$ cat src/rtl/proc_pkg.sv
// Shared decode-stage constants, select codes and the skid-buffer state type.
package proc_pkg;

  localparam int unsigned REG_ADDR_W  = 5;
  localparam int unsigned NUM_SRC_DEF = 3;
  localparam int unsigned SEL_W_DEF   = 2;

  // Select codes for the instruction register-address fields
  localparam logic [1:0] SEL_RM = 2'd0;
  localparam logic [1:0] SEL_RT = 2'd1;
  localparam logic [1:0] SEL_RD = 2'd2;

  // Occupancy of the 2-entry output buffer
  typedef enum logic [1:0] {
    EMPTY = 2'd0,
    ONE   = 2'd1,
    TWO   = 2'd2
  } skid_state_e;

endpackage

$ cat src/rtl/regaddr_select_pipe_if.sv
// Upstream (fields/select) and downstream (address/error) handshake bundle.
interface regaddr_select_pipe_if #(
  parameter int unsigned ADDR_W  = 5,
  parameter int unsigned NUM_SRC = 3,
  parameter int unsigned SEL_W   = 2
);

  logic [NUM_SRC*ADDR_W-1:0] in_fields;
  logic [SEL_W-1:0]          in_sel;
  logic                      in_valid;
  logic                      in_ready;
  logic [ADDR_W-1:0]         out_addr;
  logic                      out_err;
  logic                      out_valid;
  logic                      out_ready;

  // Producer of fields and consumer of addresses
  modport master (
    output in_fields, in_sel, in_valid, out_ready,
    input  in_ready, out_addr, out_err, out_valid
  );

  // The select pipe itself
  modport slave (
    input  in_fields, in_sel, in_valid, out_ready,
    output in_ready, out_addr, out_err, out_valid
  );

endinterface

$ cat src/rtl/skid_buffer.sv
// Generic WIDTH-bit, 2-entry valid/ready buffer with a registered in_ready.
module skid_buffer
  import proc_pkg::*;
#(
  parameter int unsigned WIDTH = 8
) (
  input  logic             clk,
  input  logic             reset,
  input  logic [WIDTH-1:0] in_data_i,
  input  logic             in_valid_i,
  output logic             in_ready_o,
  output logic [WIDTH-1:0] out_data_o,
  output logic             out_valid_o,
  input  logic             out_ready_i
);

  skid_state_e      state_q, state_d;
  logic [WIDTH-1:0] main_q, main_d;
  logic [WIDTH-1:0] skid_q, skid_d;
  logic             in_ready_q;
  logic             out_valid_q;
  logic             accept_c;
  logic             deliver_c;

  assign accept_c    = in_valid_i && in_ready_q;
  assign deliver_c   = out_valid_q && out_ready_i;
  assign in_ready_o  = in_ready_q;
  assign out_valid_o = out_valid_q;
  assign out_data_o  = main_q;

  // State and storage registers; handshake flags follow the next state
  always_ff @(posedge clk) begin
    if (reset) begin
      state_q     <= EMPTY;
      main_q      <= '0;
      skid_q      <= '0;
      in_ready_q  <= 1'b0;
      out_valid_q <= 1'b0;
    end else begin
      state_q     <= state_d;
      main_q      <= main_d;
      skid_q      <= skid_d;
      in_ready_q  <= (state_d != TWO);
      out_valid_q <= (state_d != EMPTY);
    end
  end

  // Next-state and storage steering from accept/deliver events
  always_comb begin
    state_d = state_q;
    main_d  = main_q;
    skid_d  = skid_q;
    case (state_q)
      EMPTY: begin
        if (accept_c) begin
          state_d = ONE;
          main_d  = in_data_i;
        end
      end
      ONE: begin
        if (accept_c && deliver_c) begin
          main_d = in_data_i;
        end else if (accept_c) begin
          state_d = TWO;
          skid_d  = in_data_i;
        end else if (deliver_c) begin
          state_d = EMPTY;
        end
      end
      TWO: begin
        if (deliver_c) begin
          state_d = ONE;
          main_d  = skid_q;
        end
      end
      default: state_d = EMPTY;
    endcase
  end

endmodule

$ cat src/rtl/regaddr_select_pipe.sv
// Register-address select: picks one of NUM_SRC fields, flags bad selects,
// and registers the result behind a 2-entry skid buffer.
module regaddr_select_pipe
  import proc_pkg::*;
#(
  parameter int unsigned ADDR_W  = REG_ADDR_W,
  parameter int unsigned NUM_SRC = NUM_SRC_DEF,
  parameter int unsigned SEL_W   = SEL_W_DEF
) (
  input  logic                  clk,
  input  logic                  reset,
  regaddr_select_pipe_if.slave  bus
);

  localparam int unsigned ITEM_W = ADDR_W + 1;

  logic [ADDR_W-1:0] sel_addr_c;
  logic              sel_err_c;
  logic [ITEM_W-1:0] item_out;

  // Field mux; a select with no matching field yields addr 0 and err 1
  always_comb begin
    sel_addr_c = '0;
    sel_err_c  = 1'b1;
    for (int unsigned i = 0; i < NUM_SRC; i++) begin
      if (bus.in_sel == SEL_W'(i)) begin
        sel_addr_c = bus.in_fields[i*ADDR_W +: ADDR_W];
        sel_err_c  = 1'b0;
      end
    end
  end

  skid_buffer #(
    .WIDTH (ITEM_W)
  ) u_skid (
    .clk         (clk),
    .reset       (reset),
    .in_data_i   ({sel_err_c, sel_addr_c}),
    .in_valid_i  (bus.in_valid),
    .in_ready_o  (bus.in_ready),
    .out_data_o  (item_out),
    .out_valid_o (bus.out_valid),
    .out_ready_i (bus.out_ready)
  );

  assign bus.out_err  = item_out[ADDR_W];
  assign bus.out_addr = item_out[ADDR_W-1:0];

endmodule

$ cat src/flat_wrapper.sv
// flat-port wrapper written by rule: the top's interface ports become plain ports
module regaddr_select_pipe_flat import proc_pkg::*;
#(
  parameter int unsigned ADDR_W  = REG_ADDR_W,
  parameter int unsigned NUM_SRC = NUM_SRC_DEF,
  parameter int unsigned SEL_W   = SEL_W_DEF
)
  (clk, reset, bus_in_fields, bus_in_sel, bus_in_valid, bus_out_ready, bus_in_ready, bus_out_addr, bus_out_err, bus_out_valid);
  regaddr_select_pipe_if #(.ADDR_W(ADDR_W), .NUM_SRC(NUM_SRC), .SEL_W(SEL_W)) bus_i ();
  input  logic clk;
  input  logic reset;
  input wire logic [$bits(bus_i.in_fields)-1:0] bus_in_fields;
  input wire logic [$bits(bus_i.in_sel)-1:0] bus_in_sel;
  input wire logic [$bits(bus_i.in_valid)-1:0] bus_in_valid;
  input wire logic [$bits(bus_i.out_ready)-1:0] bus_out_ready;
  output wire logic [$bits(bus_i.in_ready)-1:0] bus_in_ready;
  output wire logic [$bits(bus_i.out_addr)-1:0] bus_out_addr;
  output wire logic [$bits(bus_i.out_err)-1:0] bus_out_err;
  output wire logic [$bits(bus_i.out_valid)-1:0] bus_out_valid;
  assign bus_i.in_fields = bus_in_fields;
  assign bus_i.in_sel = bus_in_sel;
  assign bus_i.in_valid = bus_in_valid;
  assign bus_i.out_ready = bus_out_ready;
  assign bus_in_ready = bus_i.in_ready;
  assign bus_out_addr = bus_i.out_addr;
  assign bus_out_err = bus_i.out_err;
  assign bus_out_valid = bus_i.out_valid;
  regaddr_select_pipe #(.ADDR_W(ADDR_W), .NUM_SRC(NUM_SRC), .SEL_W(SEL_W)) u_core (.clk(clk), .reset(reset), .bus(bus_i));
endmodule
$ cat config.mk
export PLATFORM = sky130hd
export DESIGN_NAME = regaddr_select_pipe_flat
export DESIGN_NICKNAME = d
export VERILOG_FILES = /design/src/rtl/proc_pkg.sv /design/src/rtl/regaddr_select_pipe_if.sv /design/src/rtl/skid_buffer.sv /design/src/rtl/regaddr_select_pipe.sv /design/src/flat_wrapper.sv
export SDC_FILE = /design/constraint.sdc
export NUM_CORES = 1
export LEC_CHECK = 0
export BUFFER_PORTS_ARGS = -buffer_cell sky130_fd_sc_hd__buf_4
export CAP_MARGIN = 20
export CORE_ASPECT_RATIO = 0.9
export CORE_MARGIN = 5
export CORE_UTILIZATION = 43
export DETAILED_ROUTE_END_ITERATION = 8
export MAX_ROUTING_LAYER = met4
export PLACE_DENSITY = 0.78
export REMOVE_ABC_BUFFERS = 1
export SYNTH_ARGS = -nofsm -noshare
export SYNTH_HDL_FRONTEND = slang
export SYNTH_SLANG_ARGS = --single-unit
$ cat constraint.sdc
create_clock -name clk -period 1.2 [get_ports clk]
set_input_delay 0.06 -clock clk [delete_from_list [all_inputs] [get_ports clk]]
set_output_delay 0.06 -clock clk [all_outputs]
set_load 0.03 [all_outputs]
== Word level (Yosys, flattened, before mapping) ==
Cells that the tools add are included.
Storage, ports and cells
  register bits: 16
  input bits: 21
  output and inout port bits: 8
  logic and storage cells: 39
Cells by class
  eq/ne operators: 8
  mux-type cells: 16
  bitwise logic cells: 1
  reductions and logical operators: 9
Operator list (count)
  6-bit two-way mux: 3
  6-bit one-hot mux with 3 select lines: 1
  5-bit two-way mux: 3
  2-bit two-way mux: 5
  2-bit != test (second input constant): 4
  2-bit one-hot mux with 3 select lines: 1
  2-bit by 1-bit equality test with 1-bit output (second input constant): 2
  2-bit equality test (second input constant): 2
  2-bit logical NOT: 2
  4-bit AND reduction: 1
  1-bit logical AND: 3
  1-bit two-way mux: 3
  3-bit AND reduction: 1
  3-bit nonzero test: 1
  2-bit nonzero test: 1
  1-bit NOT: 1

== Logic depth before layout (Yosys ltp) ==
Gate-level depths: netlist of run 1.
  depth after elaboration: 6
  depth in mapped cells: 5
  depth with buffers taken out: 4

== Hierarchy ==
A second synthesis of run 1 with hierarchy kept.
Unflattened totals
  cells, all modules: 89
  area total of the unflattened synthesis: 899.6 µm²
By module, submodules not included
  skid_buffer: instances 1, cells each 76, area each 777.0 µm², sequential area each 320.3 µm²
  regaddr_select_pipe: instances 1, cells each 13, area each 122.6 µm², sequential area each 0.0 µm²

== Least setup slack after synthesis of run 1 ==
Ideal clock, no wire load.
  path kind: register to register
  start: register u_core.u_skid.out_valid_q, in the netlist u_core.u_skid.out_valid_o
  end: register u_core.u_skid.main_q[0], in the netlist u_core.u_skid.out_data_o[0]
  setup time: 0.096 ns
  arrival time: 1.436 ns
  data required time: 1.104 ns
  path slack: -0.332 ns
  cell stages (with the launch flop): 5
  buffers on the path: 1
  clock period less this slack: 1.532 ns
  path through: dfxtp_1 > a21boi_2 > o31a_1 > buf_6 > o41ai_2
Between the ends
  word-level cells in the longest chain between the ends: 4
  elaborated cells on any way between the ends: 5
  those cells by class: eq/ne: 2; reduce/logical: 3
Ends and longest elaborated chain
  from (decl): RTL line skid_buffer.sv:21  | logic out_valid_q;
  from (signal assigned): RTL line skid_buffer.sv:44  | out_valid_q <= (state_d != EMPTY);
  1-bit logical AND *: RTL line skid_buffer.sv:26  | assign deliver_c = out_valid_q && out_ready_i;
  1-bit logical AND: RTL line skid_buffer.sv:61  | if (accept_c && deliver_c) begin
  2-bit != test (no line)
  4-bit AND reduction (no line) *
  to (signal assigned): RTL line skid_buffer.sv:41  | main_q <= main_d;
  to (decl): RTL line skid_buffer.sv:18  | logic [WIDTH-1:0] main_q, main_d;
Mark *: on every way between the ends. The rest lies on a longest branch, timed or not.
A chain may end at the register's enable or synchronous reset.

== Final worst setup path of run 1 ==
  start: register u_core.u_skid.state_q[1]
  end: register u_core.u_skid.state_q[1]
Between the ends
  word-level cells in the longest chain between the ends: 4
  elaborated cells on any way between the ends: 9
  those cells by class: eq/ne: 2; mux: 6; reduce/logical: 1
Ends and longest elaborated chain
  from (decl): RTL line skid_buffer.sv:17  | skid_state_e state_q, state_d;
  from (signal assigned): RTL line skid_buffer.sv:40  | state_q <= state_d;
  2-bit two-way mux: RTL line skid_buffer.sv:66  | end else if (deliver_c) begin
  2-bit two-way mux: RTL line skid_buffer.sv:63  | end else if (accept_c) begin
  2-bit two-way mux: RTL line skid_buffer.sv:61
  2-bit one-hot mux with 3 select lines *: RTL line skid_buffer.sv:53  | case (state_q)
Marked as above.

==> impl_metrics.yaml, run 1 <==
timing:
  drv_slew: 0
  final.period_utilization_pct: 103
  final_hold_viol_count: 0
  clock_skew_ps: 4.32
  min_period_ps: 1240
  worst_slew_pin_slew_ps: 302
  finalSetupViolCount: 3
  rsz0062_at_grt: "yes"
  max_freq_ghz: 0.806
  relSlewSlack_pct: 79.6
  layout_setup_ws_ps: -40.9
die:
  io_pins: 29
  coreArea_um2: 1900
  die_width_um: 56.9
  std_cell_rows: 15
  dieArea_um2: 2970
  start_util_pct: 44.9
  fp.dieH_um: 52.2
global_route:
  grt_use_total_pct: 17.6
  globalRoute.totalOverflow: 0
  first_global_vias: 913
  grt_pass1_wl_um: 4040
  grt_max_degree: 22
  antenna_found_initial: 0
setup_path:
  cp_max_fo: 8
  cp-start-kind: "flop"
  worstSetupPathType: "reg2reg"
  slowest_delay_ps: 410
  cp.required_ps: 1380
  end_kind: "flop"
  path_cells: "and3b_2, buf_6, a21oi_2, a21oi_1, nor2b_1"
  crit_arrival_ps: 1430
  rrSetupSlack_ps: -40
  cp_slowest_cell: "dfxtp_4"
detailed_routing:
  firstDrtPassIters: 4
  detail_route.wirelength_um: 2410
  wl_met1_um: 1060
  wl_per_cell_um: 15.2
  ant_nets: 0
  route.met2.wl_um: 1160
  met3_length_um: 159
  routed_via_density: 5.48
  via_count: 866
  top_layer_used: "met4"
  drc: 0
  drt_iter0_drc: 13
layout:
  finalNetCount: 156
  area_growth_pct: 51.5
  layout_commonest_cell: "buf_4"
  stdcell_count: 158
  diodes: 0
  drive_gt1_share_pct: 48.9
  multi_input_area_um2: 586
  fill_cells: 162
  final-seq-area_um2: 330
  mostFrequentLayoutCells: "buf_4, nor2_1, dfxtp_1"
clock_tree:
  path_clk_slew_ps: 90
  clock_latency_ps: 290
  clock_sinks: 16
  cts_tree: "built"
  clockRootBuffer: "clkbuf_4"
  ctsLongestPathBuffers: 2
  cts_hold_buf: 0
  h-tree-depth: 1
  numCtsBuffers: 3
power:
  ir_worst_vdd_uv: 841
  p_leak_nw: 0.601
  power.total_mw: 1.19
  powerDensity_nw_per_um2: 926
placement:
  portBuffers: 28
  dpl.hpwl_um: 1520
  place_inst: 152
  place_congestion: 0.843
min_path:
  hp-class: "in2reg"
synthesis:
  netlist_instances: 95
  synth_cell_types: 24
  ys.warnings.count: 0
  syn_area_um2: 851
  synth-seq-area-share_pct: 37.6
  synth.avg_cell_area_um2: 8.96
  ys_seq_elements: 16
run_status:
  violations: "setup timing"
  outcome: "finished with violations"
job:
  drv_cap: 0
worst max-delay path: cells and delay by family (launching register included):
family	cells	cell delay (ps)
simple gates	2	390
flops	1	410
compound gates	2	210
buf+inv	1	140
state kept, by name (all words and copies together) (netlist names):
| signal | flops |
|---|---|
| u_core.u_skid.out_data_o | 6 |
| u_core.u_skid.state_q | 2 |
| u_core.u_skid.in_ready_o | 1 |
| u_core.u_skid.out_valid_o | 1 |
| u_core.u_skid.skid_q | 6 |
cells by family after synthesis:
logic type	synth area share [%]
compound gates	20.7
buf+inv	3.97
flops	37.6
mux	11.8
simple gates	25.9
synthesized netlist by cell type, drive strengths merged:
| library cell | n | area (µm²) |
|---|---|---|
| dfxtp | 16 | 320 |
| o22a | 1 | 8.76 |
| nand3b | 10 | 75.1 |
| nor2b | 3 | 18.8 |
| o21ai | 6 | 30.0 |
| nand2b | 1 | 6.26 |
| nand4b | 1 | 8.76 |
| a31oi | 1 | 6.26 |
| nor2 | 17 | 63.8 |
| buf | 2 | 18.8 |
| a21o | 1 | 7.51 |
| clkbuf | 4 | 15.0 |
| a21oi | 6 | 30.0 |
| nand2 | 5 | 18.8 |
| and4 | 1 | 8.76 |
| o31a | 1 | 8.76 |
| and3b | 1 | 8.76 |
| mux2i | 10 | 100 |
| a21boi | 1 | 11.3 |
| nand3 | 1 | 5.00 |
| o41ai | 5 | 73.8 |
| nand4 | 1 | 6.26 |
path summary, 6_finish.rpt:
path                                 start                     endpoint  cells past startpoint
setup / recovery  u_core.u_skid.state_q[1]     u_core.u_skid.state_q[1]                      5
hold / removal                       reset  u_core.u_skid.out_data_o[5]                      2
setup reg to reg  u_core.u_skid.state_q[1]     u_core.u_skid.state_q[1]                      5
hold reg to reg    u_core.u_skid.skid_q[5]      u_core.u_skid.skid_q[5]                      2
through the flow:
stage                     utilization [%]  setup TNS (ps)  area [µm²]  hold WS, ps  setup slack [ps]
final                                68.0           -56.6        1290         87.7             -40.9
after global routing                 68.0            -480        1290         98.8             -91.6
after CTS                            64.3           -27.1        1220         74.4             -12.9
after detailed placement             59.8           -1440        1130          372              -211
after global placement               59.8           -1090        1130          368              -133
after floorplan                         -           -2480         817          129              -349
routing by layer:
| metal | GRT usage, % | vias to the layer above |
|---|---|---|
| met5 | - | - |
| met4 | 4.25 | 0 |
| met3 | 7.14 | 4 |
| met2 | 30.2 | 25 |
| met1 | 19.3 | 412 |
| li1 | - | 425 |
power breakdown:
| group | internal [mW] | switching, mW |
|---|---|---|
| registers | 0.553 | 0.0177 |
| clock network | 0.117 | 0.166 |
| logic | 0.171 | 0.169 |
area by class of cell:
class | count | area share (%)
tap | 25 | 2.43
timing repair buffer | 40 | 24.8
clock buffer | 3 | 1.75
sequential | 16 | 25.6
multi-input combinational | 74 | 45.4
what timing repair did:
action	CTS	global route
cloned	1	0
setup endpoints to repair	14	14
setup buffers	1	1
hold endpoints to repair	0	0
pin swaps	6	5
resized for setup	12	15
No activity file was read; power rests on OpenSTA's default activity.
==> inputs of run 2 (changes only) <==
- PLACE_DENSITY: 0.78 -> 0.81
==> run 2 against run 1 <==
The run still ends with setup timing left. Design area shrank 0.19%. Via count grew 3.1%. Clock skew grew 2.6 ps. Hold slack gained 5.9 ps. Die area is the same. Combinational power shrank 2%. First-iteration DRC count grew to 3.0 times the previous value. Global-route usage shrank 0.37 points. Worst setup slack lost 28 ps. Critical endpoint unchanged. Largest cell class unchanged.
==> impl_metrics.yaml, run 2 (synthesis gave the netlist of run 1 again) <==
clock_tree:
  clock_sinks: 16
  cts_tree: "built"
  path_clk_slew_ps: 100
  clockRootBuffer: "clkbuf_4"
  h-tree-depth: 1
  ctsLongestPathBuffers: 2
  clock_latency_ps: 290
  numCtsBuffers: 3
detailed_routing:
  wl_per_cell_um: 15.6
  via_count: 893
  firstDrtPassIters: 5
  routed_via_density: 5.65
  drt_iter0_drc: 39
  detail_route.wirelength_um: 2470
  ant_nets: 0
  drc: 0
power:
  switching_share_pct: 28.3
  ir_worst_vdd_uv: 542
  p_leak_nw: 0.596
  power_frac_clock_pct: 28.2
  combPwrFrac_pct: 26.3
  switching_power_uw: 358
  powerDensity_nw_per_um2: 983
  p_int_uw: 906
  p_seq_share_pct: 45.5
die:
  dieArea_um2: 2970
  coreArea_um2: 1900
  die_width_um: 56.9
  start_util_pct: 44.9
  io_pins: 29
  fp.dieH_um: 52.2
  std_cell_rows: 15
placement:
  portBuffers: 28
  post-place-ws_ps: -207
  place_area_um2: 1140
  dpl.hpwl_um: 1670
  place_congestion: 0.864
global_route:
  grt_use_total_pct: 17.3
  antenna_found_initial: 0
  grt_max_degree: 22
  first_global_vias: 803
  grt_pass1_wl_um: 3940
  globalRoute.totalOverflow: 0
run_status:
  outcome: "finished with violations"
  violations: "setup timing"
timing:
  clock_skew_ps: 6.90
  finalSetupViolCount: 8
  min_period_ps: 1270
  drv_slew: 0
  worst_slew_pin_slew_ps: 386
  final_hold_viol_count: 0
  max_freq_ghz: 0.788
  layout_setup_ws_ps: -68.9
  final.period_utilization_pct: 106
  rsz0062_at_grt: "yes"
  relSlewSlack_pct: 74.0
setup_path:
  cp_max_fo: 3
  worstSetupPathType: "reg2reg"
  path_cells: "buf_6, and3b_2, buf_6, a21oi_2, a21oi_2, nor2b_1"
  cp.required_ps: 1380
  slowest_delay_ps: 350
  cp-start-kind: "flop"
  cp_slowest_cell: "dfxtp_2"
  end_kind: "flop"
  crit_arrival_ps: 1450
layout:
  drive_gt1_share_pct: 46.6
  multi_input_area_um2: 567
  fill_cells: 149
  diodes: 0
  final-seq-area_um2: 328
  layout_commonest_cell: "buf_4"
  area_growth_pct: 51.2
  design_area_um2: 1290
  mostFrequentLayoutCells: "buf_4, nor2_1, dfxtp_1"
  finalNetCount: 155
job:
  drv_cap: 0
min_path:
  hp-class: "in2reg"
[run 2: final cells by class]
| type | count | area share, % |
|---|---|---|
| Tap cell | 25 | 2.43 |
| Clock buffer | 4 | 2.82 |
| Sequential cell | 16 | 25.5 |
| Timing Repair Buffer | 39 | 25.2 |
| Multi-Input combinational cell | 74 | 44.1 |
[run 2: final timing paths]
kind / slack [ps] / end / cells past startpoint / startpoint
min reg2reg: 470 / u_core.u_skid.skid_q[5] / 2 / u_core.u_skid.skid_q[5]
max: -70 / u_core.u_skid.state_q[1] / 6 / u_core.u_skid.in_ready_o
max reg2reg: -70 / u_core.u_skid.state_q[1] / 6 / u_core.u_skid.in_ready_o
min: 90 / u_core.u_skid.skid_q[4] / 2 / reset
[run 2: stage by stage]
stage	hold slack, ps	std cells	util, %	TNS (ps)	power [mW]
6_report	93.6	158	67.9	-221	1.26
4_1_cts	86.2	156	64.8	-129	1.24
2_1_floorplan	129	89	-	-2480	0.713
3_5_place_dp	374	151	60.1	-1210	0.867
5_1_grt	99.9	158	67.9	-914	1.32
3_3_place_gp	350	151	60.1	-587	0.855
[run 2: metal layers]
metal	vias to the layer above	track usage, %	wire length [µm]
li1	422	-	-
met3	11	2.96	215
met2	46	26.4	1170
met5	-	-	0
met1	414	21.9	1020
met4	0	9.27	68
[run 2: critical path, delay by kind of cell, from the launching register on]
family          cells  cell delay [ps]
flops               1              350
buf+inv             2              240
simple gates        2              330
compound gates      2              240
[run 2: power groups by stage]
stage               clock network [mW]  registers, mW  logic (mW)
floorplan                            0          0.613       0.101
global route                     0.388          0.578       0.354
detailed placement                   0          0.581       0.285
CTS                              0.364          0.574       0.306
global placement                     0          0.580       0.275
finish                           0.356          0.575       0.333
[run 2: timing repair]
action / in CTS / in global routing
buffers inserted: 0 / 2
pin swaps: 9 / 7
cloned: 1 / 0
gates resized for setup: 12 / 10
setup endpoints to repair: 13 / 14
endpoints found under the hold margin: 0 / 0
hold buffers: 0 / 0
==> inputs of run 3 (changes only) <==
- ABC_AREA: unset -> 1
- CORE_UTILIZATION: 43 -> 44
==> run 3 against run 2 <==
The run now ends clean. Sequential cell count is the same. Wire length shrank 15%. Design area shrank 5.5%. Synthesized cell count grew 49%. Via count grew 6.4%. Clock power shrank 24%. Final cell count grew 27%. Sequential share of layout area grew 0.98 points. Hold slack lost 12 ps. Critical path depth grew 1. Combinational power shrank 2%. Clock skew shrank 5.9 ps. Critical endpoint is now u_core.u_skid.skid_q[2].
==> impl_metrics.yaml, run 3 <==
setup_path:
  cp_max_fo: 6
  end_kind: "flop"
  slowest_delay_ps: 340
  cp_num_buf_inv: 2
  reg2reg_from: "u_core.u_skid.in_ready_o"
  path_cells: "nand2_2, inv_2, nand2_4, nor2_4, buf_4, o21ai_0, nor2_1"
  rrSetupSlack_ps: 90
  cp.required_ps: 1420
  cp_slowest_cell: "dfxtp_2"
  ff2ff_path_depth: 7
  worstSetupPathType: "reg2reg"
  cp_top_family: "simple AND/OR/NAND/NOR gates"
  cp-start-kind: "flop"
  crit_arrival_ps: 1340
  r2r-end: "u_core.u_skid.skid_q[2]"
timing:
  finalSetupViolCount: 0
  max_freq_ghz: 0.898
  drv_slew: 0
  worst_slew_pin_slew_ps: 400
  clock_skew_ps: 0.954
  whs_ps: 82.0
  relSlewSlack_pct: 73.3
  rsz0062_at_grt: "yes"
  min_period_ps: 1110
  final.period_utilization_pct: 92.8
  final_hold_viol_count: 0
clock_tree:
  clockRootBuffer: "clkbuf_4"
  h-tree-depth: 1
  clock_sinks: 16
  clock_latency_ps: 280
  cts_tree: "built"
  numCtsBuffers: 3
  ctsLongestPathBuffers: 2
  path_clk_slew_ps: 80
die:
  dieArea_um2: 3060
  die_width_um: 57.7
  io_pins: 29
  coreArea_um2: 1930
  start_util_pct: 46.7
  fp.dieH_um: 53.0
  std_cell_rows: 15
synthesis:
  synthArstFlopShare_pct: 0
  ys.warnings.count: 0
  ys_seq_elements: 16
  synth_common_cells: "nand2_1, nor2_1, inv_1, nand3_1, dfxtp_1"
  synth.avg_cell_area_um2: 6.35
  synth_area_leaders: "dfxtp_1, nand2_1, nand3_1"
  synth_cell_types: 15
  synth_edf_count: 0
  synth_top_area_cell: "dfxtp_1"
  syn_area_um2: 902
  synth_most_common_cell: "nand2_1"
  synth-seq-area-share_pct: 35.5
  yosysTopAreaCellShare_pct: 35.5
  netlist_instances: 142
  ys.flop_type: "dfxtp_1"
power:
  p_leak_nw: 0.661
  ir_worst_vdd_uv: 692
  powerDensity_nw_per_um2: 972
min_path:
  min_path_cells: 3
  hp-class: "in2reg"
  holdPathEnd: "u_core.u_skid.skid_q[5]"
  min_from: "bus_in_sel[1]"
global_route:
  antenna_found_initial: 0
  first_global_vias: 848
  grt_use_total_pct: 15.0
  grt_pass1_wl_um: 3470
  globalRoute.totalOverflow: 0
  grt_max_degree: 15
layout:
  mostFrequentLayoutCells: "nand2_1, buf_4, nor2_1"
  layout_commonest_cell: "nand2_1"
  drive_gt1_share_pct: 31.8
  stdcell_count: 201
  area_growth_pct: 34.7
  finalNetCount: 199
  diodes: 0
placement:
  dpl.hpwl_um: 1660
  place_congestion: 0.856
  portBuffers: 28
  place_inst: 195
detailed_routing:
  via_count: 950
  firstDrtPassIters: 4
  drt_iter0_drc: 18
  detail_route.wirelength_um: 2100
  ant_nets: 0
  routed_via_density: 4.73
  drc: 0
  wl_per_cell_um: 10.4
job:
  drv_cap: 0
run_status:
  outcome: "complete, no violations"
==> run 3: cell types whose count changed in the layout (fill, tap and decap cells not counted), moves of 4 or more <==
cell	change
mux2i_1	-10
nand3_1	+20
o41ai_2	-5
inv_1	+18
nand3b_1	-10
a21oi_1	-4
nand2_4	+4
nor2_1	+6
buf_6	-5
nand2_1	+32
==> run 3: worst max-delay path by stage <==
stage | from | to | slack (ps) | depth (start not counted)
floorplan | u_core.u_skid.out_valid_o | u_core.u_skid.out_data_o[0] | -70 | 7
global placement | u_core.u_skid.out_valid_o | u_core.u_skid.out_data_o[0] | 120 | 8
detailed placement | u_core.u_skid.out_valid_o | u_core.u_skid.out_data_o[3] | 100 | 8
CTS | u_core.u_skid.out_valid_o | u_core.u_skid.out_data_o[3] | 70 | 8
global route | u_core.u_skid.state_q[1] | u_core.u_skid.out_data_o[0] | -20 | 7
finish | u_core.u_skid.in_ready_o | u_core.u_skid.skid_q[2] | 90 | 7
==> run 3: worst register-to-register path: stages, from the launching register on <==
cell and delay (ps):
dfxtp_2 340, nand2_2 60, inv_2 70, nand2_4 60, nor2_4 190, buf_4 140, o21ai_0 90, nor2_1 110
==> run 3: layout make-up <==
| type | instances | area [µm²] |
|---|---|---|
| clock buffer | 3 | 22.5 |
| fill | 173 | 718 |
| inverter | 22 | 87.6 |
| multi-input combinational | 101 | 494 |
| sequential | 16 | 322 |
| tap | 25 | 31.3 |
| timing repair buffer | 34 | 258 |
==> run 3: logic make-up (layout without fill, tap and decap cells) <==
family | count (synthesis) | count (layout) | synth area share [%]
simple gates | 92 | 92 | 46.5
flops | 16 | 16 | 35.5
buf+inv | 25 | 59 | 11.4
compound gates | 9 | 9 | 6.66
==> run 3: report_power, final <==
group / total [mW] / internal, mW / switching (mW)
Combinational: 0.326 / 0.139 / 0.188
Clock: 0.271 / 0.117 / 0.154
Sequential: 0.583 / 0.563 / 0.0200
Total: 1.18 / 0.819 / 0.362
==> run 3: metal layers <==
layer | vias to the layer above | global-route usage (%) | routed length, µm
met5 | - | - | 0
met4 | 0 | 2.32 | 37
met3 | 6 | 4.39 | 125
met2 | 24 | 27.1 | 1060
met1 | 417 | 16.7 | 875
li1 | 503 | - | -
==> run 3: through the flow <==
| step | total power [mW] | setup slack (ps) | setup TNS [ps] | cell area (µm²) | util (%) |
|---|---|---|---|---|---|
| global placement | 0.901 | 116 | 0 | 1150 | 59.4 |
| floorplan | 0.777 | -73.2 | -603 | 885 | - |
| global route | 1.26 | -23.3 | -30.5 | 1210 | 62.8 |
| CTS | 1.18 | 72.8 | 0 | 1180 | 61.1 |
| detailed placement | 0.907 | 97.4 | 0 | 1150 | 59.4 |
| finish | 1.18 | 86.0 | 0 | 1210 | 62.8 |
==> run 3: what timing repair did <==
item	4_1_cts	5_1_grt
setup endpoints to repair	0	14
hold buffers	1	0
endpoints found under the hold margin	1	0
buffers inserted	0	2
resized for setup	0	10
